$ cat config.mk
export PLATFORM = sky130hd
export DESIGN_NAME = ltl_report_collector_flat
export DESIGN_NICKNAME = d
export VERILOG_FILES = /design/src/rtl/ltl_report_collector_pkg.sv /design/src/rtl/ltl_report_collector_if.sv /design/src/rtl/ltl_report_collector_fifo.sv /design/src/rtl/ltl_report_collector.sv /design/src/flat_wrapper.sv
export SDC_FILE = /design/constraint.sdc
export NUM_CORES = 1
export LEC_CHECK = 0
export BUFFER_PORTS_ARGS = -buffer_cell sky130_fd_sc_hd__buf_2
export CORE_MARGIN = 2
export CORE_UTILIZATION = 55
export CTS_CLUSTER_SIZE = 14
export DETAILED_ROUTE_END_ITERATION = 8
export GPL_TIMING_DRIVEN = 0
export PLACE_DENSITY = 0.73
export SLEW_MARGIN = 20
export SYNTH_ARGS = -nofsm -noshare
export SYNTH_HDL_FRONTEND = slang
export SYNTH_SLANG_ARGS = --single-unit
$ cat constraint.sdc
create_clock -name clk -period 8.1 [get_ports clk]
set_input_delay 0.405 -clock clk [delete_from_list [all_inputs] [get_ports clk]]
set_output_delay 0.405 -clock clk [all_outputs]
set_load 0.01 [all_outputs]
$ cat src/rtl/ltl_report_collector_pkg.sv
// Shared definitions for the automaton report collector.
// Holds the default widths and the default report-entry record used by the
// collector FIFO when no other entry type is supplied.
package ltl_report_collector_pkg;

  localparam int NUM_REPORTS_DEF = 4;
  localparam int FIFO_DEPTH_DEF  = 8;
  localparam int TS_WIDTH_DEF    = 32;
  localparam int DROP_WIDTH_DEF  = 16;

  // One queued report: symbol-cycle timestamp plus the captured report bits.
  typedef struct packed {
    logic [TS_WIDTH_DEF-1:0]    ts;
    logic [NUM_REPORTS_DEF-1:0] vec;
  } ltl_report_t;

endpackage

$ cat src/rtl/ltl_report_collector_if.sv
// Report drain channel between the collector and the monitor CSR/interrupt logic.
//   rpt_valid     head entry available (driven by master)
//   rpt_ready     consumer accepts head entry (driven by slave)
//   rpt_vector    head entry report bits
//   rpt_timestamp head entry timestamp
interface ltl_report_collector_if
  import ltl_report_collector_pkg::*;
#(
  parameter int NUM_REPORTS = NUM_REPORTS_DEF,
  parameter int TS_WIDTH    = TS_WIDTH_DEF
);

  logic                   rpt_valid;
  logic                   rpt_ready;
  logic [NUM_REPORTS-1:0] rpt_vector;
  logic [TS_WIDTH-1:0]    rpt_timestamp;

  modport master (output rpt_valid, output rpt_vector, output rpt_timestamp, input rpt_ready);
  modport slave  (input rpt_valid, input rpt_vector, input rpt_timestamp, output rpt_ready);

endinterface

$ cat src/rtl/ltl_report_collector_fifo.sv
// Synchronous first-word-fall-through FIFO for report entries.
//   clk, reset  clock and synchronous active-high reset (flushes pointers)
//   push/wdata  write request; taken when not full, or when full with a pop
//   pop         remove head; ignored while empty
//   rdata       head entry (valid while !empty)
//   full/empty  status; count = current fill level
// Pointers carry one extra MSB so full and empty are distinguishable.
module ltl_report_collector_fifo
  import ltl_report_collector_pkg::*;
#(
  parameter type T     = ltl_report_t,
  parameter int  DEPTH = FIFO_DEPTH_DEF,
  localparam int AW    = $clog2(DEPTH)
) (
  input  logic    clk,
  input  logic    reset,
  input  logic    push,
  input  logic    pop,
  input  T        wdata,
  output T        rdata,
  output logic    full,
  output logic    empty,
  output logic [AW:0] count
);

  localparam logic [AW:0] PTR_ONE = {{AW{1'b0}}, 1'b1};

  T            mem_r [DEPTH];
  logic [AW:0] wr_ptr_r;
  logic [AW:0] rd_ptr_r;
  logic        do_push_s;
  logic        do_pop_s;

  // Status flags, accepted push/pop and the fall-through head.
  always_comb begin
    empty     = (wr_ptr_r == rd_ptr_r);
    full      = (wr_ptr_r[AW] != rd_ptr_r[AW]) &&
                (wr_ptr_r[AW-1:0] == rd_ptr_r[AW-1:0]);
    count     = wr_ptr_r - rd_ptr_r;
    do_pop_s  = pop & ~empty;
    // A pop frees the slot this same edge, so a full FIFO can still take a push.
    do_push_s = push & (~full | do_pop_s);
    rdata     = mem_r[rd_ptr_r[AW-1:0]];
  end

  // Read/write pointers.
  always_ff @(posedge clk) begin
    if (reset) begin
      wr_ptr_r <= '0;
      rd_ptr_r <= '0;
    end else begin
      if (do_push_s) wr_ptr_r <= wr_ptr_r + PTR_ONE;
      if (do_pop_s)  rd_ptr_r <= rd_ptr_r + PTR_ONE;
    end
  end

  // Entry storage; contents are don't-care until written, so no reset.
  always_ff @(posedge clk) begin
    if (do_push_s) mem_r[wr_ptr_r[AW-1:0]] <= wdata;
  end

endmodule

$ cat src/rtl/ltl_report_collector.sv
// Report collector for an automaton cluster.
// Samples the report STE outputs each symbol cycle, timestamps any non-zero
// capture and queues it for draining over the rpt channel.
//   clk, reset    clock and synchronous active-high reset
//   run           symbol-valid qualifier shared with the automaton
//   reports       report STE outputs, bit i = i-th report STE
//   clear_sticky  pulse clearing violation, overflow and drop_count
//   rpt           drain channel (master side)
//   violation     sticky: any entry captured or dropped
//   overflow      sticky: any entry dropped
//   drop_count    saturating count of dropped entries
//   occupancy     FIFO fill level
module ltl_report_collector
  import ltl_report_collector_pkg::*;
#(
  parameter int NUM_REPORTS = NUM_REPORTS_DEF,
  parameter int FIFO_DEPTH  = FIFO_DEPTH_DEF,
  parameter int TS_WIDTH    = TS_WIDTH_DEF,
  parameter int EDGE_ONLY   = 0,
  parameter int DROP_WIDTH  = DROP_WIDTH_DEF
) (
  input  logic                          clk,
  input  logic                          reset,
  input  logic                          run,
  input  logic [NUM_REPORTS-1:0]        reports,
  input  logic                          clear_sticky,
  ltl_report_collector_if.master        rpt,
  output logic                          violation,
  output logic                          overflow,
  output logic [DROP_WIDTH-1:0]         drop_count,
  output logic [$clog2(FIFO_DEPTH):0]   occupancy
);

  typedef struct packed {
    logic [TS_WIDTH-1:0]    ts;
    logic [NUM_REPORTS-1:0] vec;
  } entry_t;

  localparam logic [TS_WIDTH-1:0]   TS_ONE   = {{(TS_WIDTH-1){1'b0}}, 1'b1};
  localparam logic [DROP_WIDTH-1:0] DROP_ONE = {{(DROP_WIDTH-1){1'b0}}, 1'b1};

  logic [TS_WIDTH-1:0]    ts_r;
  logic [NUM_REPORTS-1:0] prev_reports_r;
  logic [NUM_REPORTS-1:0] cap_vec_s;
  logic                   push_req_s;
  logic                   pop_s;
  logic                   drop_s;
  logic                   full_s;
  logic                   empty_s;
  entry_t                 wdata_s;
  entry_t                 head_s;
  logic                   violation_r;
  logic                   overflow_r;
  logic [DROP_WIDTH-1:0]  drop_count_r;

  // Capture vector, push/pop/drop decisions and the entry to write.
  always_comb begin
    if (EDGE_ONLY != 0) begin
      cap_vec_s = reports & ~prev_reports_r;
    end else begin
      cap_vec_s = reports;
    end
    push_req_s  = run & (|cap_vec_s);
    pop_s       = ~empty_s & rpt.rpt_ready;
    drop_s      = push_req_s & full_s & ~pop_s;
    // Stamp with the count before this cycle's increment.
    wdata_s.ts  = ts_r;
    wdata_s.vec = cap_vec_s;
  end

  ltl_report_collector_fifo #(
    .T     (entry_t),
    .DEPTH (FIFO_DEPTH)
  ) u_fifo (
    .clk   (clk),
    .reset (reset),
    .push  (push_req_s),
    .pop   (pop_s),
    .wdata (wdata_s),
    .rdata (head_s),
    .full  (full_s),
    .empty (empty_s),
    .count (occupancy)
  );

  // Symbol-cycle timestamp and previous report sample, both advanced only on run.
  always_ff @(posedge clk) begin
    if (reset) begin
      ts_r           <= '0;
      prev_reports_r <= '0;
    end else if (run) begin
      ts_r           <= ts_r + TS_ONE;
      prev_reports_r <= reports;
    end
  end

  // Sticky flags and saturating drop counter; a new event outranks clear_sticky.
  always_ff @(posedge clk) begin
    if (reset) begin
      violation_r  <= 1'b0;
      overflow_r   <= 1'b0;
      drop_count_r <= '0;
    end else begin
      if (push_req_s)        violation_r <= 1'b1;
      else if (clear_sticky) violation_r <= 1'b0;

      if (drop_s)            overflow_r <= 1'b1;
      else if (clear_sticky) overflow_r <= 1'b0;

      if (clear_sticky)      drop_count_r <= drop_s ? DROP_ONE : '0;
      else if (drop_s && (drop_count_r != {DROP_WIDTH{1'b1}}))
                             drop_count_r <= drop_count_r + DROP_ONE;
    end
  end

  // Head entry presentation; fields read as zero while the queue is empty.
  always_comb begin
    rpt.rpt_valid = ~empty_s;
    if (empty_s) begin
      rpt.rpt_vector    = '0;
      rpt.rpt_timestamp = '0;
    end else begin
      rpt.rpt_vector    = head_s.vec;
      rpt.rpt_timestamp = head_s.ts;
    end
  end

  assign violation  = violation_r;
  assign overflow   = overflow_r;
  assign drop_count = drop_count_r;

endmodule

$ cat src/flat_wrapper.sv
// flat-port wrapper written by rule: the top's interface ports become plain ports
module ltl_report_collector_flat import ltl_report_collector_pkg::*;
#(
  parameter int NUM_REPORTS = NUM_REPORTS_DEF,
  parameter int FIFO_DEPTH  = FIFO_DEPTH_DEF,
  parameter int TS_WIDTH    = TS_WIDTH_DEF,
  parameter int EDGE_ONLY   = 0,
  parameter int DROP_WIDTH  = DROP_WIDTH_DEF
)
  (clk, reset, run, reports, clear_sticky, violation, overflow, drop_count, occupancy, rpt_rpt_valid, rpt_rpt_vector, rpt_rpt_timestamp, rpt_rpt_ready);
  ltl_report_collector_if #(.NUM_REPORTS(NUM_REPORTS), .TS_WIDTH(TS_WIDTH)) rpt_i ();
  input  logic clk;
  input  logic reset;
  input  logic run;
  input  logic [NUM_REPORTS-1:0] reports;
  input  logic clear_sticky;
  output logic violation;
  output logic overflow;
  output logic [DROP_WIDTH-1:0] drop_count;
  output logic [$clog2(FIFO_DEPTH):0] occupancy;
  output wire logic [$bits(rpt_i.rpt_valid)-1:0] rpt_rpt_valid;
  output wire logic [$bits(rpt_i.rpt_vector)-1:0] rpt_rpt_vector;
  output wire logic [$bits(rpt_i.rpt_timestamp)-1:0] rpt_rpt_timestamp;
  input wire logic [$bits(rpt_i.rpt_ready)-1:0] rpt_rpt_ready;
  assign rpt_rpt_valid = rpt_i.rpt_valid;
  assign rpt_rpt_vector = rpt_i.rpt_vector;
  assign rpt_rpt_timestamp = rpt_i.rpt_timestamp;
  assign rpt_i.rpt_ready = rpt_rpt_ready;
  ltl_report_collector #(.NUM_REPORTS(NUM_REPORTS), .FIFO_DEPTH(FIFO_DEPTH), .TS_WIDTH(TS_WIDTH), .EDGE_ONLY(EDGE_ONLY), .DROP_WIDTH(DROP_WIDTH)) u_core (.clk(clk), .reset(reset), .run(run), .reports(reports), .clear_sticky(clear_sticky), .rpt(rpt_i), .violation(violation), .overflow(overflow), .drop_count(drop_count), .occupancy(occupancy));
endmodule
Yosys cells after proc, flatten, opt, wreduce, memory -nomap -nowiden

Memories as Yosys holds them, arrays and structs flattened. A register that Yosys moved wholly into a read port is not among the register bits.
Cells that the tools add are included.

Memories kept: 1
Bits of input ports: 9
Bits in registers: 58
Output and inout port bits: 59
Memory bits (writable): 288
Logic and storage cells: 44

Bitwise operators: 10
Multiplexer cells: 12
$add $sub $neg: 5
Reduce and logical (&&, ||, !) cells: 6
Equal/unequal tests: 4

Memories:

| name                | words | bits a word | read ports | clocked after Yosys merged registers in | write ports | RTL line                        | text |
|---|---|---|---|---|---|---|---|
| u_core.u_fifo.mem_r | 8     | 36          | 1          | 1                                       | 1           | ltl_report_collector_fifo.sv:28 | `T mem_r [DEPTH];` |

Operator list:

| operator                                                        | count |
|---|---|
| 32-bit by 1-bit adder with 32-bit output, second input constant | 1 |
| 16-bit two-way mux                                              | 2 |
| 32-bit two-way mux                                              | 1 |
| 16-bit by 1-bit adder with 16-bit output, second input constant | 1 |
| 16-bit != test, second input constant                           | 1 |
| 4-bit by 1-bit adder with 4-bit output, second input constant   | 2 |
| 1-bit bitwise AND                                               | 6 |
| 1-bit two-way mux                                               | 6 |
| 3-bit two-way mux                                               | 2 |
| 2-bit nonzero test                                              | 3 |
| 4-bit == test                                                   | 1 |
| 4-bit two-way mux                                               | 1 |
| 4-bit OR reduction                                              | 1 |
| 4-bit subtractor                                                | 1 |
| 3-bit == test                                                   | 1 |
| 1-bit NOT                                                       | 3 |
| 1-bit logical AND                                               | 2 |
| 1-bit != test                                                   | 1 |
| 1-bit bitwise OR                                                | 1 |

Logic depth before layout (Yosys ltp)

Gate-level depths: netlist of run 1.

Depth after elaboration: 8
Gate-level depth with buffers: 9
Mapped depth without buffers: 6

Hierarchy

Synthesis of run 1 repeated with hierarchy kept, for this count alone.

Cells, all modules: 819
Area, all modules: 14440.1 um2

By module, submodules not included:

| module                    | cells each | area each (um2) | instances | sequential area each (um2) |
|---|---|---|---|---|
| ltl_report_collector_fifo | 489        | 11668.7         | 1         | 8868.5 |
| ltl_report_collector      | 330        | 2771.4          | 1         | 1001.0 |

Worst setup path before layout of run 1

OpenSTA, ideal clock, no wires.

Path kind: register to register
From: register u_core.u_fifo.wr_ptr_r[0]
To: memory u_core.u_fifo.mem_r[0][0] (netlist bit) (enable)
Period minus slack after synthesis: 4.304 ns
Cell stages (with the launch flop): 7
Path buffers: 0
Data arrival time: 3.830 ns
Setup slack: 3.796 ns
Required time: 7.626 ns
Setup time: 0.474 ns
Path through: dfxtp_1 inv_1 ha_1 nand4b_1 o21ai_0 nand2b_1 nor3_1

Cells in the longest elaborated chain, start to end: 8
Elaborated cells between the ends (all ways): 11
Those cells by class: 2 x eq/ne; 2 x mux; 6 x bitwise; 1 x reduce/logical

RTL lines:

| what                                    | RTL line                                                    | text |
|---|---|---|
| start: declaration                      | ltl_report_collector_fifo.sv:29                             | `logic [AW:0] wr_ptr_r;` |
| start signal: assignment                | ltl_report_collector_fifo.sv:52                             | `if (do_push_s) wr_ptr_r <= wr_ptr_r + PTR_ONE;` |
| 4-bit == test                           | ltl_report_collector_fifo.sv:36                             | `empty = (wr_ptr_r == rd_ptr_r);` |
| 1-bit NOT                               | ltl_report_collector_fifo.sv:40, ltl_report_collector.sv:64 |  |
| 1-bit bitwise AND                       | ltl_report_collector.sv:64                                  | `pop_s = ~empty_s & rpt.rpt_ready;` |
| 1-bit bitwise AND                       | ltl_report_collector_fifo.sv:40                             | `do_pop_s = pop & ~empty;` |
| 1-bit bitwise OR                        | ltl_report_collector_fifo.sv:42                             | `do_push_s = push & (~full \| do_pop_s);` |
| 1-bit bitwise AND                       | ltl_report_collector_fifo.sv:42                             |  |
| 1-bit two-way mux                       | ltl_report_collector_fifo.sv:59                             | `if (do_push_s) mem_r[wr_ptr_r[AW-1:0]] <= wdata;` |
| 1-bit two-way mux (implied by the code) | ltl_report_collector_fifo.sv:59                             |  |
| end: declaration                        | ltl_report_collector_fifo.sv:28                             |  |

Parallel ways exist; a longest one is shown, timed or not.

Worst setup path after layout of run 1

From: register u_core.u_fifo.wr_ptr_r[0]
To: output rpt_rpt_timestamp[29]

Cells in the longest elaborated chain, start to end: 2

RTL lines:

| what               | RTL line                        | text |
|---|---|---|
| 4-bit == test      | ltl_report_collector_fifo.sv:36 |  |
| 32-bit two-way mux | ltl_report_collector.sv:119     | `if (empty_s) begin` |
| end: declaration   | flat_wrapper.sv:23              | `output wire logic [$bits(rpt_i.rpt_timestamp)-1:0] rpt_rpt_timestamp;` |

Every way passes these cells.

==> run metrics, run 1 <==
commonest non-fill, non-tap cell in the layout edfxtp_1; cell with the most instances on the worst path nor2_1; routed via count 7892; EDFF count, synth 288; Nets 958; GRT Total Usage 0.2256; GR Overflow Total 0; Post-Synthesis Cells 821; switching power 0.0009473 W; min cycle time layout 3.773 ns; HP Start reports[1]; Register Area 9869 um2; die height 163.3 um; CTS root buffer clkbuf_16; # hold bufs at CTS 0; Final Skew 0.01193 ns; VDD IR max 0.1197 mV; Power Density 251.7 nW/um2; Int Power 0.003112 W; hold path cells 1; setup slack, reg-to-reg 4.88 ns; worst slack, placed 4.878 ns; CTS tree done; crit path max fanout 10; flops & latches, synth 349; # rows 58; Setup-failing EPs final 0; Hold EP u_core.u_fifo.mem_r[6][1]$_DFFE_PP_; critical path arrival 3.37 ns; Synth Area per Inst 16.99 um2; final worst slack 4.327 ns; clk_lat worst skew 0.50 ns; actual slew at the worst max-slew pin 1.134 ns; Synth Cell Area 13950 um2; Fillers 1719; WL final 29250 um; Seq/Total Area, Yosys 0.7074; clock power share 0.375; DRT iter0 DRCs 654; Clk pin slew, worst setup/hold paths 0.06 ns; CP max stage delay 0.88 ns; max cap viols 0; Slew HR 0.2410; clock sinks 349; area of the multi-input gates 3895 um2; post-CTS sizing 0; r2r worst-path depth 10; net count after synthesis 838; worst path cell trace inv_1 -> ha_1 -> nand3_1 -> nor2_1 -> clkbuf_1 -> nor2_1 -> buf_2; setup bufs post-CTS 0; Worst Path Required 7.70 ns; initial core utilization 0.5572; Routed Antenna Nets 0; total negative setup slack 0 ns; combinational fraction of design power 0.136; R2R Path Start u_core.u_fifo.wr_ptr_r[0]$_SDFFE_PP0P_; Leak 5.296 nW; drt pass-1 iters 4; DP Wirelength 18650 um; Slowest-stage cell, CP nor2_1; Yosys warning count 0; Buf/Inv on CP 3; vias in the first global route 7846; largest net degree at the start of global routing 21; Num CTS Buffers 34; Port Buffer Count 66; most frequent cells in the layout edfxtp_1, buf_2, mux4_2; WS Path Type register to output pin; # IOs 68; Post-synth top flop edfxtp_1; Final Hold Vio Count 0; status finished, final reports clean; async set-reset flop share out of synthesis 0; Area contributors post-synth edfxtp_1, mux4_2, dfxtp_1, mux2i_1, nor2_1; core area 25040 um2; top-area cell type share of the netlist area 0.6199; Switching Share 0.2333; Worst Hold Class primary input to register; crit start category register; die width 163.3 um; Antenna diodes 0; Worst R2R End u_core.u_fifo.mem_r[0][19]$_DFFE_PP_; CTS HTree Levels 2; CTS max path bufs 3; synthesis-to-layout area growth 15.60%; RSZ-0062 raised after global routing no; first-pass GRT wire length 45230 um; gp weighted congestion 0.8635; CP top delay family simple AND/OR/NAND/NOR gates; pins over their slew limit 0; Post-route DRC 0; Avg Vias per Cell 6.090; initial antenna violation count 0; area leader, netlist edfxtp_1; die area 26660 um2; f_max 0.2650 GHz; Sequential Power Share 0.489; Critical Path End Type output pin; DR WL/cell 22.57 um; Distinct cells, synth 43; layout cells sized above 1 0.2319; fin crit share 0.4658
through the flow:
step           instances  instance area [um2]  utilization  power (W)  hold slack (ns)
2_1_floorplan        821                13950            -   0.002390           0.4934
3_3_place_gp        1217                14690       0.5869   0.002569           0.4540
3_5_place_dp        1235                15030       0.6004   0.002588           0.4817
4_1_cts             1296                16120       0.6439   0.004105           0.2004
5_1_grt             1296                16130       0.6441   0.004208           0.2109
6_report            1296                16130       0.6441   0.004060           0.2070
cell type report:
| type | count | area share |
|---|---|---|
| plain buffers | 42 | 0.01141 |
| clock buffers | 52 | 0.06339 |
| well taps | 330 | 0.02560 |
| clock inverters | 9 | 0.004112 |
| flip-flops and latches | 349 | 0.6120 |
| repair buffers | 84 | 0.03802 |
| multi-input cells | 413 | 0.2415 |
| inverters | 17 | 0.003957 |
synth_stat cells, types with 4 or more instances:
| cell type | n |
|---|---|
| o31ai_1 | 23 |
| xor2_1 | 7 |
| mux2i_1 | 41 |
| clkbuf_1 | 28 |
| or3_1 | 11 |
| nand2_1 | 22 |
| or4_1 | 22 |
| nand4_1 | 17 |
| and4_1 | 6 |
| dfxtp_1 | 61 |
| o21ai_0 | 8 |
| nor3_1 | 8 |
| o211ai_1 | 4 |
| o41ai_1 | 4 |
| mux4_2 | 72 |
| xnor2_1 | 11 |
| a21oi_1 | 36 |
| nor4_1 | 6 |
| ha_1 | 7 |
| nand2b_1 | 4 |
| nand3_1 | 15 |
| buf_2 | 9 |
| nor2_1 | 66 |
| edfxtp_1 | 288 |
| inv_1 | 17 |
power groups by stage:
stage | registers (W) | clock network [W] | logic, W
global placement | 0.00203 | 0 | 0.000542
floorplan | 0.00202 | 0 | 0.000369
finish | 0.00199 | 0.00152 | 0.000552
global route | 0.00199 | 0.00162 | 0.000603
CTS | 0.00199 | 0.00155 | 0.000565
detailed placement | 0.00203 | 0 | 0.000562
registers in the layout (all words and copies together), names as in the netlist, named ones only:
signal and count:
u_core.drop_count 16, u_core.violation 1, u_core.u_fifo.rd_ptr_r 4, u_core.ts_r 32, u_core.overflow 1, u_core.u_fifo.mem_r 288
u_core.u_fifo.wr_ptr_r 4
logic make-up (layout without fill, tap and decap cells):
group	after synthesis	in the layout	synth area share
flip-flops	349	349	0.7074
buffers and inverters	59	204	0.01776
multiplexers	114	114	0.1465
adder cells (fa/ha/maj)	8	8	0.007713
AND/OR/NAND/NOR	189	189	0.07058
XOR/XNOR	18	18	0.01130
AO/OA/AOI/OAI	84	84	0.03875
routing by layer:
layer,vias to the layer above,global-route usage,wire (um)
met1,4001,0.3034,12090
met2,279,0.3834,14800
met3,62,0.03454,1650
met5,-,0,0
li1,3550,-,-
met4,0,0.07120,710
worst max path at each step:
stage | start | endpoint | slack, ns | cells past startpoint
finish | u_core.u_fifo.wr_ptr_r[0]$_SDFFE_PP0P_ | rpt_rpt_timestamp[29] | 4.33 | 7
global route | u_core.u_fifo.wr_ptr_r[0]$_SDFFE_PP0P_ | rpt_rpt_timestamp[29] | 4.18 | 7
CTS | u_core.u_fifo.wr_ptr_r[0]$_SDFFE_PP0P_ | rpt_rpt_timestamp[29] | 4.33 | 7
detailed placement | u_core.u_fifo.wr_ptr_r[0]$_SDFFE_PP0P_ | rpt_rpt_timestamp[29] | 4.88 | 7
global placement | u_core.u_fifo.wr_ptr_r[0]$_SDFFE_PP0P_ | u_core.u_fifo.mem_r[0][22]$_DFFE_PP_ | 1.15 | 6
floorplan | u_core.u_fifo.wr_ptr_r[0]$_SDFFE_PP0P_ | u_core.u_fifo.mem_r[0][0]$_DFFE_PP_ | 3.80 | 6
Power figures use the tool's default switching activity.
==> run 2: changes to the inputs <==
- clock period: 8.1 -> 3.8 ns (I/O delays scaled with it)
==> run 2 against run 1 <==
Net effect:
- core utilization is 0.44 points higher
- critical endpoint is now rpt_rpt_timestamp[28]
- via count barely moved
- non-clock buffer count is 2 higher
- register-to-register slack lost 4.3 ns
- sequential cell count did not move
- worst hold slack worse by 0.18 ns
==> run metrics, run 2 (synthesis gave the netlist of run 1 again) <==
f_max 0.3046 GHz; critical path arrival 3.09 ns; Nets 961; Slowest-stage cell, CP nor2_2; crit path max fanout 10; max cap viols 0; clk_lat worst skew 0.51 ns; hold slack 0.02463 ns; DP Wirelength 18710 um; Num CTS Buffers 35; finished layout cell area 16240 um2; core area 25040 um2; Int Power 0.006497 W; total negative setup slack 0 ns; CTS root buffer clkbuf_16; pins over their slew limit 0; DRT iter0 DRCs 654; GR Overflow Total 0; post-CTS sizing 0; WS Path Type register to output pin; Final Hold Vio Count 0; initial antenna violation count 0; die height 163.3 um; Clk pin slew, worst setup/hold paths 0.06 ns; Sequential Power Share 0.496; commonest non-fill, non-tap cell in the layout edfxtp_1; Post-DP Area 15170 um2; CTS tree done; # hold bufs at CTS 2; CP max stage delay 0.60 ns; final non-filler cell total 1300; Critical Path End Type output pin; gp weighted congestion 0.8477; Slew HR 0.3342; most frequent cells in the layout edfxtp_1, buf_2, mux4_2; layout cells sized above 1 0.2340; crit start category register; largest net degree at the start of global routing 18; clock power share 0.364; Worst Path Required 3.61 ns; Port Buffer Count 66; Switching Share 0.2385; worst path cell trace inv_1 -> ha_1 -> nand3_1 -> nor2_2 -> clkbuf_1 -> nor2_1 -> buf_2; r2r worst-path depth 8; combinational fraction of design power 0.139; Register Area 9869 um2; CTS HTree Levels 2; VDD IR max 0.2775 mV; min cycle time layout 3.283 ns; area of the multi-input gates 3910 um2; die width 163.3 um; synthesis-to-layout area growth 16.39%; die area 26660 um2; Leak 5.330 nW; Post-route DRC 0; Fillers 1721; RSZ-0062 raised after global routing no; GRT Total Usage 0.2237; Worst Hold Class primary input to register; drt pass-1 iters 5; setup bufs post-CTS 0; Power Density 525.4 nW/um2; # rows 58; Final Skew 0.01194 ns; DR WL/cell 22.11 um; hold path cells 1; Setup-failing EPs final 0; clock sinks 349; initial core utilization 0.5572; status finished, final reports clean; WL final 28740 um; first-pass GRT wire length 44580 um; fin crit share 0.8640; routed via count 7896; Routed Antenna Nets 0; Avg Vias per Cell 6.074; placed cell count 1235; Largest register FFs 288; # IOs 68; switching power 0.002034 W; vias in the first global route 7950; CTS max path bufs 3; Antenna diodes 0; actual slew at the worst max-slew pin 0.9987 ns
run 2: power groups by stage:
stage | clock network [W] | registers [W] | logic, W
CTS | 0.00317 | 0.00424 | 0.00122
global route | 0.00331 | 0.00424 | 0.00129
finish | 0.00311 | 0.00424 | 0.00119
detailed placement | 0 | 0.00432 | 0.00121
floorplan | 0 | 0.00431 | 0.000788
global placement | 0 | 0.00432 | 0.00115
run 2: worst max-delay path: cells and delay by family, from the launching register on:
| family | cells | cell delay (ns) |
|---|---|---|
| flops | 1 | 0.50 |
| buf+inv | 3 | 0.82 |
| fa+ha+maj | 1 | 0.34 |
| simple gates | 3 | 0.92 |
run 2: layer usage:
metal,track usage,part of all wire,up-vias
met5,0,0,-
met4,0.07924,0.028,0
met3,0.03530,0.061,59
met2,0.3730,0.50,302
met1,0.3026,0.41,3984
li1,-,-,3551
run 2: final timing paths:
path / startpoint / to / slack (ns)
worst max-delay path: u_core.u_fifo.wr_ptr_r[0]$_SDFFE_PP0P_ / rpt_rpt_timestamp[28] / 0.52
worst min-delay path: reports[3] / u_core.u_fifo.mem_r[5][3]$_DFFE_PP_ / 0.02
worst max register to register: u_core.u_fifo.wr_ptr_r[0]$_SDFFE_PP0P_ / u_core.u_fifo.mem_r[0][12]$_DFFE_PP_ / 0.57
worst min register to register: u_core.drop_count[13]$_SDFFE_PP0P_ / u_core.drop_count[13]$_SDFFE_PP0P_ / 0.49
run 2: metrics by stage:
step	utilization	setup slack [ns]	power, W
4_1_cts	0.6482	0.2023	0.008618
5_1_grt	0.6486	0.3667	0.008836
3_5_place_dp	0.6057	0.5857	0.005525
6_report	0.6486	0.5168	0.008532
2_1_floorplan	-	0.4216	0.005094
3_3_place_gp	0.5873	-1.342	0.005472
run 2: layout make-up:
type	instances	area share
Buffer	42	0.01133
Clock buffer	43	0.05841
Clock inverter	20	0.005856
Inverter	17	0.003930
Multi-Input combinational cell	413	0.2408
Sequential cell	349	0.6078
Tap cell	330	0.02543
Timing Repair Buffer	86	0.04646
==> run 3: changes to the inputs <==
- PLACE_DENSITY: 0.73 -> 0.76
- clock period: 3.8 -> 2.7 ns (I/O delays scaled with it)
==> run 3 against run 2 <==
Net effect:
- core utilization up 0.91 points
- highest routed layer unchanged
- die area unchanged
- critical endpoint is now u_core.u_fifo.mem_r[7][25]$_DFFE_PP_
- routed wire length up 1.3%
- largest cell class unchanged
- critical path type is now register to register
==> run metrics, run 3 (synthesis gave the netlist of run 1 again) <==
Final Skew 0.01947 ns; GR Overflow Total 0; Slew HR 0.4533; initial core utilization 0.5572; initial antenna violation count 0; Hold EP u_core.drop_count[9]$_SDFFE_PP0P_; GRT Total Usage 0.2260; gp weighted congestion 0.8886; cell with the most instances on the worst path buf_16; Buf/Inv on CP 4; # IOs 68; RSZ-0062 raised after global routing yes; most frequent cells in the layout edfxtp_1, mux4_2, buf_2; Avg Vias per Cell 6.056; Routed Antenna Nets 0; setup slack, reg-to-reg 0.12 ns; R2R Path Start u_core.u_fifo.wr_ptr_r[0]$_SDFFE_PP0P_; first-pass GRT wire length 45680 um; VDD IR max 0.3718 mV; Port Buffer Count 66; crit start category register; Antenna diodes 0; die width 163.3 um; Final Hold Vio Count 0; clock sinks 349; vias in the first global route 8102; worst slack, placed -0.3588 ns; CTS max path bufs 3; Largest register FFs 288; die area 26660 um2; Num CTS Buffers 35; Post-DP Area 15090 um2; HP Start clear_sticky; Leak 5.458 nW; CTS root buffer clkbuf_16; die height 163.3 um; CP top delay family buffers and inverters; largest net degree at the start of global routing 20; crit path max fanout 15; WS Path Type register to register; fin crit share 0.9566; f_max 0.3872 GHz; clk_lat worst skew 0.51 ns; Post-route DRC 0; status finished, final reports clean; Worst Path Required 2.91 ns; routed via count 7945; final worst slack 0.1171 ns; DP Wirelength 18260 um; Worst R2R End u_core.u_fifo.mem_r[7][25]$_DFFE_PP_; layout cells sized above 1 0.2648; max cap viols 0; CTS HTree Levels 2; actual slew at the worst max-slew pin 0.8133 ns; Tot Pwr 0.01233 W; core area 25040 um2; WL final 29100 um; finished layout cell area 16470 um2; CTS tree done; Worst Hold Class primary input to register; Slowest-stage cell, CP dfxtp_2; hold path cells 3; r2r worst-path depth 8; hold slack 0.02722 ns; Clk pin slew, worst setup/hold paths 0.06 ns; drt pass-1 iters 5; worst path cell trace inv_1 -> ha_1 -> nand4b_1 -> o211ai_1 -> buf_4 -> nor2_4 -> buf_16 -> buf_16; pins over their slew limit 0; DRT iter0 DRCs 575; min cycle time layout 2.583 ns; Power Density 748.8 nW/um2; # rows 58; synthesis-to-layout area growth 18.03%; Nets 973; critical path arrival 2.79 ns; DR WL/cell 22.18 um; commonest non-fill, non-tap cell in the layout edfxtp_1; CP max stage delay 0.42 ns; Critical Path End Type register; Setup-failing EPs final 0
[run 3: final cells by class]
class                   instances  area [um2]
well taps                     330       412.9
multi-input cells             413        3928
flip-flops and latches        349        9876
fillers                      1702        8571
inverters                      17       63.81
clock buffers                  55        1054
plain buffers                  40       211.5
repair buffers                100       873.3
clock inverters                 8       47.55
[run 3: timing repair]
action                                  CTS  global route
buffers inserted                          6             7
gates resized for setup                  20             7
pin swaps                                 4             5
endpoints found under the hold margin    34             0
hold buffers                              6             0
endpoints found under the setup margin  150           115
[run 3: metal layers]
metal	share of wire	routed length (um)	vias up	track usage
met5	0	0	-	0
met4	0.028	802	0	0.08085
met3	0.065	1888	52	0.03961
met2	0.50	14580	313	0.3786
met1	0.41	11830	4018	0.3010
li1	-	-	3562	-
[run 3: worst max path at each step]
stage                                                 from  cells after the start                                    to  slack (ns)
CTS                           u_core.ts_r[12]$_SDFFE_PP0P_                      4          u_core.ts_r[28]$_SDFFE_PP0P_        0.02
global placement    u_core.u_fifo.wr_ptr_r[0]$_SDFFE_PP0P_                      5  u_core.u_fifo.mem_r[7][19]$_DFFE_PP_       -2.11
floorplan           u_core.u_fifo.wr_ptr_r[0]$_SDFFE_PP0P_                      5   u_core.u_fifo.mem_r[7][0]$_DFFE_PP_       -0.44
global route        u_core.u_fifo.wr_ptr_r[0]$_SDFFE_PP0P_                      9    u_core.drop_count[12]$_SDFFE_PP0P_       -0.05
finish              u_core.u_fifo.wr_ptr_r[0]$_SDFFE_PP0P_                      8  u_core.u_fifo.mem_r[7][25]$_DFFE_PP_        0.12
detailed placement  u_core.u_fifo.wr_ptr_r[0]$_SDFFE_PP0P_                      9  u_core.u_fifo.mem_r[0][22]$_DFFE_PP_       -0.36
[run 3: where the power goes]
group	switching (W)	internal [W]
clock network	0.00192	0.00269
logic	0.000925	0.000811
registers	0.0000802	0.00591
[run 3: tightest hold or removal path: cells and delay by family]
family | cells | cell delay [ns]
AOI/OAI and AO/OA | 1 | 0.06
and+or+nand+nor | 1 | 0.13
buffers and inverters | 1 | 0.18
[run 3: metrics by stage]
stage               utilization  instances  setup TNS [ns]
finish                   0.6577       1312               0
global route             0.6577       1312         -0.3473
CTS                      0.6534       1305               0
detailed placement       0.6029       1232          -13.27
global placement         0.5883       1217         -426.86
floorplan                     -        821          -58.32
